$ cat src/rtl/axi_rd_arbiter_n.sv
// -----------------------------------------------------------------------------
// axi_rd_arbiter_n
// Merges NUM_MASTERS AXI3 read masters (AR + R) onto one downstream AXI read
// port. Each master may have one burst outstanding. The master index travels
// in m_arid, and the R channel is routed back by m_rid through a one-entry
// buffer per master. The buffered beat carries the master's original ARID.
//
// Ports
//   clk, reset                    clock; asynchronous active-high reset
//   s_ar* / s_arready             per-master AR channel, master i at [i*W +: W]
//   s_r*  / s_rready              per-master R channel (buffered)
//   m_ar* / m_arready             merged AR channel (registered payload)
//   m_r*  / m_rready              downstream R channel
//   err_stray                     one-cycle pulse after a beat with m_rid >= NUM_MASTERS
//
// AR FSM states
//   state | meaning
//   IDLE  | arbitrate; the winner sees s_arready this cycle and its payload is latched
//   ISSUE | m_arvalid held with a stable payload until m_arready
// -----------------------------------------------------------------------------
module axi_rd_arbiter_n #(
    parameter int NUM_MASTERS = 2,
    parameter int ADDR_W      = 32,
    parameter int DATA_W      = 32,
    parameter int ID_W        = 4,
    parameter int ARB_MODE    = 0
) (
    input  logic                          clk,
    input  logic                          reset,
    input  logic [NUM_MASTERS*ID_W-1:0]   s_arid,
    input  logic [NUM_MASTERS*ADDR_W-1:0] s_araddr,
    input  logic [NUM_MASTERS*4-1:0]      s_arlen,
    input  logic [NUM_MASTERS*3-1:0]      s_arsize,
    input  logic [NUM_MASTERS*2-1:0]      s_arburst,
    input  logic [NUM_MASTERS-1:0]        s_arvalid,
    output logic [NUM_MASTERS-1:0]        s_arready,
    output logic [NUM_MASTERS*ID_W-1:0]   s_rid,
    output logic [NUM_MASTERS*DATA_W-1:0] s_rdata,
    output logic [NUM_MASTERS*2-1:0]      s_rresp,
    output logic [NUM_MASTERS-1:0]        s_rlast,
    output logic [NUM_MASTERS-1:0]        s_rvalid,
    input  logic [NUM_MASTERS-1:0]        s_rready,
    output logic [ID_W-1:0]               m_arid,
    output logic [ADDR_W-1:0]             m_araddr,
    output logic [3:0]                    m_arlen,
    output logic [2:0]                    m_arsize,
    output logic [1:0]                    m_arburst,
    output logic [1:0]                    m_arlock,
    output logic [3:0]                    m_arcache,
    output logic [2:0]                    m_arprot,
    output logic                          m_arvalid,
    input  logic                          m_arready,
    input  logic [ID_W-1:0]               m_rid,
    input  logic [DATA_W-1:0]             m_rdata,
    input  logic [1:0]                    m_rresp,
    input  logic                          m_rlast,
    input  logic                          m_rvalid,
    output logic                          m_rready,
    output logic                          err_stray
);

    localparam int IDX_W = (NUM_MASTERS > 1) ? $clog2(NUM_MASTERS) : 1;

    typedef enum logic {IDLE, ISSUE} ar_state_t;

    ar_state_t               state, state_nxt;
    logic [NUM_MASTERS-1:0]  busy, eligible, grant_oh;
    logic [NUM_MASTERS-1:0]  rbuf_full, rbuf_last, r_match, r_acc, r_drain;
    logic [IDX_W-1:0]        ptr, grant_idx;
    logic                    grant_vld, r_stray;
    logic [ID_W-1:0]         id_tab    [NUM_MASTERS];
    logic [DATA_W-1:0]       rbuf_data [NUM_MASTERS];
    logic [1:0]              rbuf_resp [NUM_MASTERS];

    assign m_arlock  = '0;
    assign m_arcache = '0;
    assign m_arprot  = '0;

    // position k steps after p, modulo NUM_MASTERS (k <= NUM_MASTERS)
    function automatic logic [IDX_W-1:0] rr_pos(input logic [IDX_W-1:0] p, input int k);
        int s;
        s = int'(p) + k;
        if (s >= NUM_MASTERS) s = s - NUM_MASTERS;
        return IDX_W'(s);
    endfunction

    // Arbitration. Later loop iterations overwrite earlier ones, so iteration
    // order is chosen so that the last hit is the winner.
    always_comb begin
        eligible  = s_arvalid & ~busy;
        grant_vld = 1'b0;
        grant_idx = '0;
        grant_oh  = '0;
        if (ARB_MODE == 1) begin
            for (int i = 0; i < NUM_MASTERS; i++) begin
                if (eligible[i]) begin
                    grant_vld = 1'b1;
                    grant_idx = IDX_W'(i);
                end
            end
        end else begin
            for (int k = NUM_MASTERS; k >= 1; k--) begin
                if (eligible[rr_pos(ptr, k)]) begin
                    grant_vld = 1'b1;
                    grant_idx = rr_pos(ptr, k);
                end
            end
        end
        if (grant_vld) grant_oh[grant_idx] = 1'b1;
    end

    always_comb begin
        state_nxt = state;
        s_arready = '0;
        m_arvalid = 1'b0;
        case (state)
            IDLE: begin
                if (grant_vld) begin
                    s_arready = grant_oh;
                    state_nxt = ISSUE;
                end
            end
            ISSUE: begin
                m_arvalid = 1'b1;
                if (m_arready) state_nxt = IDLE;
            end
            default: state_nxt = IDLE;
        endcase
    end

    // R routing: an unknown m_rid matches no buffer and is always accepted.
    // A full buffer still accepts when its master drains it this cycle.
    always_comb begin
        r_match = '0;
        for (int i = 0; i < NUM_MASTERS; i++) r_match[i] = (m_rid == ID_W'(i));
        r_stray  = ~|r_match;
        m_rready = r_stray | ~|(r_match & rbuf_full & ~s_rready);
        r_acc    = r_match & {NUM_MASTERS{m_rvalid & m_rready}};
        r_drain  = rbuf_full & s_rready;
    end

    always_comb begin
        s_rvalid = rbuf_full;
        s_rlast  = rbuf_full & rbuf_last;
        for (int i = 0; i < NUM_MASTERS; i++) begin
            s_rid[i*ID_W +: ID_W]     = id_tab[i];
            s_rdata[i*DATA_W +: DATA_W] = rbuf_data[i];
            s_rresp[i*2 +: 2]         = rbuf_resp[i];
        end
    end

    always_ff @(posedge clk or posedge reset) begin
        if (reset) begin
            state     <= IDLE;
            ptr       <= IDX_W'(NUM_MASTERS - 1);
            busy      <= '0;
            m_arid    <= '0;
            m_araddr  <= '0;
            m_arlen   <= '0;
            m_arsize  <= '0;
            m_arburst <= '0;
            err_stray <= 1'b0;
            rbuf_full <= '0;
            rbuf_last <= '0;
            for (int i = 0; i < NUM_MASTERS; i++) begin
                id_tab[i]    <= '0;
                rbuf_data[i] <= '0;
                rbuf_resp[i] <= '0;
            end
        end else begin
            state     <= state_nxt;
            err_stray <= m_rvalid & r_stray;
            if (state == IDLE && grant_vld) begin
                m_arid            <= ID_W'(grant_idx);
                m_araddr          <= s_araddr[grant_idx*ADDR_W +: ADDR_W];
                m_arlen           <= s_arlen[grant_idx*4 +: 4];
                m_arsize          <= s_arsize[grant_idx*3 +: 3];
                m_arburst         <= s_arburst[grant_idx*2 +: 2];
                id_tab[grant_idx] <= s_arid[grant_idx*ID_W +: ID_W];
                if (ARB_MODE == 0) ptr <= grant_idx;
            end
            for (int i = 0; i < NUM_MASTERS; i++) begin
                // a master cannot be granted while busy, so set and clear never collide
                if (r_drain[i] & rbuf_last[i])
                    busy[i] <= 1'b0;
                else if (state == IDLE && grant_oh[i])
                    busy[i] <= 1'b1;

                if (r_acc[i]) begin
                    rbuf_full[i] <= 1'b1;
                    rbuf_data[i] <= m_rdata;
                    rbuf_resp[i] <= m_rresp;
                    rbuf_last[i] <= m_rlast;
                end else if (r_drain[i]) begin
                    rbuf_full[i] <= 1'b0;
                end
            end
        end
    end

endmodule

$ cat config.mk
export PLATFORM = sky130hd
export DESIGN_NAME = axi_rd_arbiter_n
export DESIGN_NICKNAME = d
export VERILOG_FILES = /design/src/rtl/axi_rd_arbiter_n.sv
export SDC_FILE = /design/constraint.sdc
export NUM_CORES = 1
export LEC_CHECK = 0
export ABC_AREA = 1
export BUFFER_PORTS_ARGS = -buffer_cell sky130_fd_sc_hd__buf_2
export CAP_MARGIN = 20
export CORE_MARGIN = 5
export CORE_UTILIZATION = 35
export CTS_BUF_LIST = sky130_fd_sc_hd__clkbuf_8
export DETAILED_ROUTE_END_ITERATION = 7
export HOLD_SLACK_MARGIN = 0.12
export PLACE_DENSITY = 0.67
export SYNTH_ARGS = -nofsm -noshare
export SYNTH_HDL_FRONTEND = slang
export SYNTH_SLANG_ARGS = --single-unit
$ cat constraint.sdc
create_clock -name clk -period 3.15 [get_ports clk]
set_input_delay 0 -clock clk [delete_from_list [all_inputs] [get_ports clk]]
set_output_delay 0 -clock clk [all_outputs]
set_load 0.01 [all_outputs]
==> impl_metrics.tcl <==
set metrics [dict create \
    reg2reg_to "m_arsize[1]" \
    path_common_cell "nand2_1" \
    timing.final.ws_setup_ps 353 \
    tightest_slew_ps 904 \
    post-place-ws_ps 1220 \
    ioPinCount 276 \
    holdPathEnd "s_rresp[1]" \
    cts_sinks 127 \
    yosysTopAreaCell "dfrtp_1" \
    synthMuxAreaShare 0 \
    r2r_start "busy[1]" \
    fp.dieW_um 134 \
    start_util 0.355 \
    die_y_um 134 \
    p_leak_nw 4.77 \
    drt-initial-drc-count 293 \
    finalSetupViolations 0 \
    netlist_area_um2 5350 \
    grt_pass1_wl_um 29000 \
    num_vias 5569 \
    drv_cap 0 \
    synth_cell_type_count 25 \
    post-route-min-period_ps 2800 \
    rrSetupSlack_ps 350 \
    vias_per_cell 4.57 \
    synth-compound-area-share 0.0395 \
    cp_num_buf_inv 4 \
    cts_made_buffers 17 \
    cp-end-kind "flop" \
    grt_max_degree 72 \
    final_util 0.566 \
    crit_chain "inv_1 > nand2_1 > nand2_1 > dlygate4sd3_1 > nand3_2 > inv_2 > nand2_1 > nand3_1 > dlygate4sd3_1" \
    insertion_delay_ps 430 \
    r2r_cells 9 \
    core_area_um2 15100 \
    tritoncts "done" \
    hpwl_um 11700 \
    fin_setup_tns_ps 0 \
    cts.clk_slew.worst_paths_ps 80 \
    syn_inst 618 \
    max_freq_mhz 358 \
    drc_errors 0 \
    antenna_found_initial 1 \
    htree_levels 4 \
    worstPathArrival_ps 3170 \
    fin_crit_sh 0.888 \
    power_density_nw_per_um2 760 \
    rsz0062_at_grt "no" \
    cpLargestDelayFamily "buffers and inverters" \
    port_buffers 263 \
    synthTopCellsByArea "dfrtp_1 59%, nand2_1 21%, nand3_1 3.9%" \
    synth_xor_area_frac 0 \
    first_global_vias 5681 \
    num-nets-final 1154 \
    final-max-slew-violation-count 0 \
    synth_top_family_by_area "simple AND/OR/NAND/NOR gates" \
    critical_path.max_fanout 46 \
    track_usage 0.204 \
    overflow 0 \
    crit_start "busy[1]" \
    num_rows 45 \
    skew_ps 9.59 \
    cts-resized-gates 0 \
    drive_gt1_frac 0.309 \
    synth_fa_ha_area_frac 0 \
    place_congestion 0.856 \
    peakVddDrop_mv 0.551 \
    syn_avg_cell_area_um2 8.66 \
    synthSimpleGateAreaFrac 0.278 \
    outcome "finished, final reports clean" \
    timing.slew.headroom 0.396 \
    finalHoldViolCount 0 \
    hold_path.class "input port to flop" \
    min_from "m_rvalid" \
    ys_warn_count 0 \
    synth.yosys.seq_area_share 0.594 \
    crit_path_start_kind "flop" \
    die_area_um2 17900 \
    crit_slowest_cell "inv_2" \
    finalWirelength_um 18200 \
    hold_path_depth 5 \
    slowest_delay_ps 630 \
    cts-root-buf "clkbuf_8" \
    dr.pass1.iters 4 \
    areaGrowthSynthToFinish_pct 59.5 \
    worstSetupPathType "flop to flop" \
    ys_seq_elements 127 \
    drtAntennaViolNets 0 \
    cts_buffer_depth 2 \
    yosys.area.top_type_share 0.589 \
    required_ps 3520 \
    wire_per_inst_um 14.9 \
]
==> synthesized netlist by cell type (all sizes together) <==
master and instances:
a21boi 1, buf 36, conb 1, dfstp 1, nand4 2, inv 52, nor2 8, clkinv 1
nand3 46, clkbuf 2, o21ai 37, nand2 303, dfrtp 126, a22oi 2
==> cell usage in the layout, fill, tap and decap left out, types with 4 or more instances in the layout <==
cell           synthesis  routed
inv_1                 49      51
clkinv_2               1       4
o21ai_1               35      35
dlygate4sd3_1          0     139
conb_1                 1      12
nand2_1              299     299
clkbuf_8               0      23
nand3_1               42      42
dfrtp_1              126     126
buf_2                 12     263
nand2_2                4       4
==> report_power, final <==
| part | switching [mW] | internal (mW) | total, mW |
|---|---|---|---|
| Sequential | 0.303 | 2.18 | 2.48 |
| Clock | 0.612 | 0.734 | 1.35 |
| Combinational | 1.29 | 1.37 | 2.66 |
==> per-layer routing <==
layer | wire [um] | GRT usage
met5 | 0 | 0
met4 | 687 | 0.0920
met3 | 1240 | 0.0563
met2 | 9050 | 0.347
met1 | 7210 | 0.241
==> flip-flops by register name, indices dropped and copies added (netlist names), 3 cells and up <==
signal / count
m_arlen: 4
s_rid: 8
m_arsize: 3
s_rresp: 4
m_araddr: 32
s_rdata: 64
==> kinds of logic (layout without fill, tap and decap cells) <==
logic type	count (synthesis)	count (layout)
and+or+nand+nor	359	359
DFF	127	127
buffers and inverters	91	491
AOI/OAI and AO/OA	40	40
other	1	13
==> tightest hold or removal path, stage by stage <==
cell     delay (ps)
buf_2           150
nand3_2         100
nor2_4          160
nand2_1         100
nand2_1          40
==> how the worst max path moves through the flow <==
stage / end / depth (start not counted)
2_1_floorplan: busy[0] / 1
3_3_place_gp: s_rdata[36] / 6
3_5_place_dp: s_rdata[42] / 5
4_1_cts: m_araddr[18] / 9
5_1_grt: m_arsize[1] / 9
6_report: m_arsize[1] / 9
==> timing repair <==
item                                   4_1_cts  5_1_grt
setup buffers                                0        0
endpoints found under the hold margin      153        0
hold buffers                               139        0
==> per-stage QoR <==
step	hold slack [ps]	instances	power (mW)	area [um^2]
2_1_floorplan	72.6	629	3.55	5400
3_3_place_gp	124	1046	4.37	6740
3_5_place_dp	123	1046	4.41	6740
4_1_cts	122	1216	6.48	8510
5_1_grt	138	1218	6.92	8540
6_report	153	1218	6.49	8540
==> layout make-up <==
class,instances,area (um^2)
Fill cell,1335,6550
Sequential cell,127,3180
Clock buffer,23,317
Clock inverter,8,63.8
Antenna cell,1,2.50
Tap cell,188,235
Timing Repair Buffer,407,2780
Inverter,53,204
Multi-Input combinational cell,411,1760
Power figures use the tool's default switching activity.
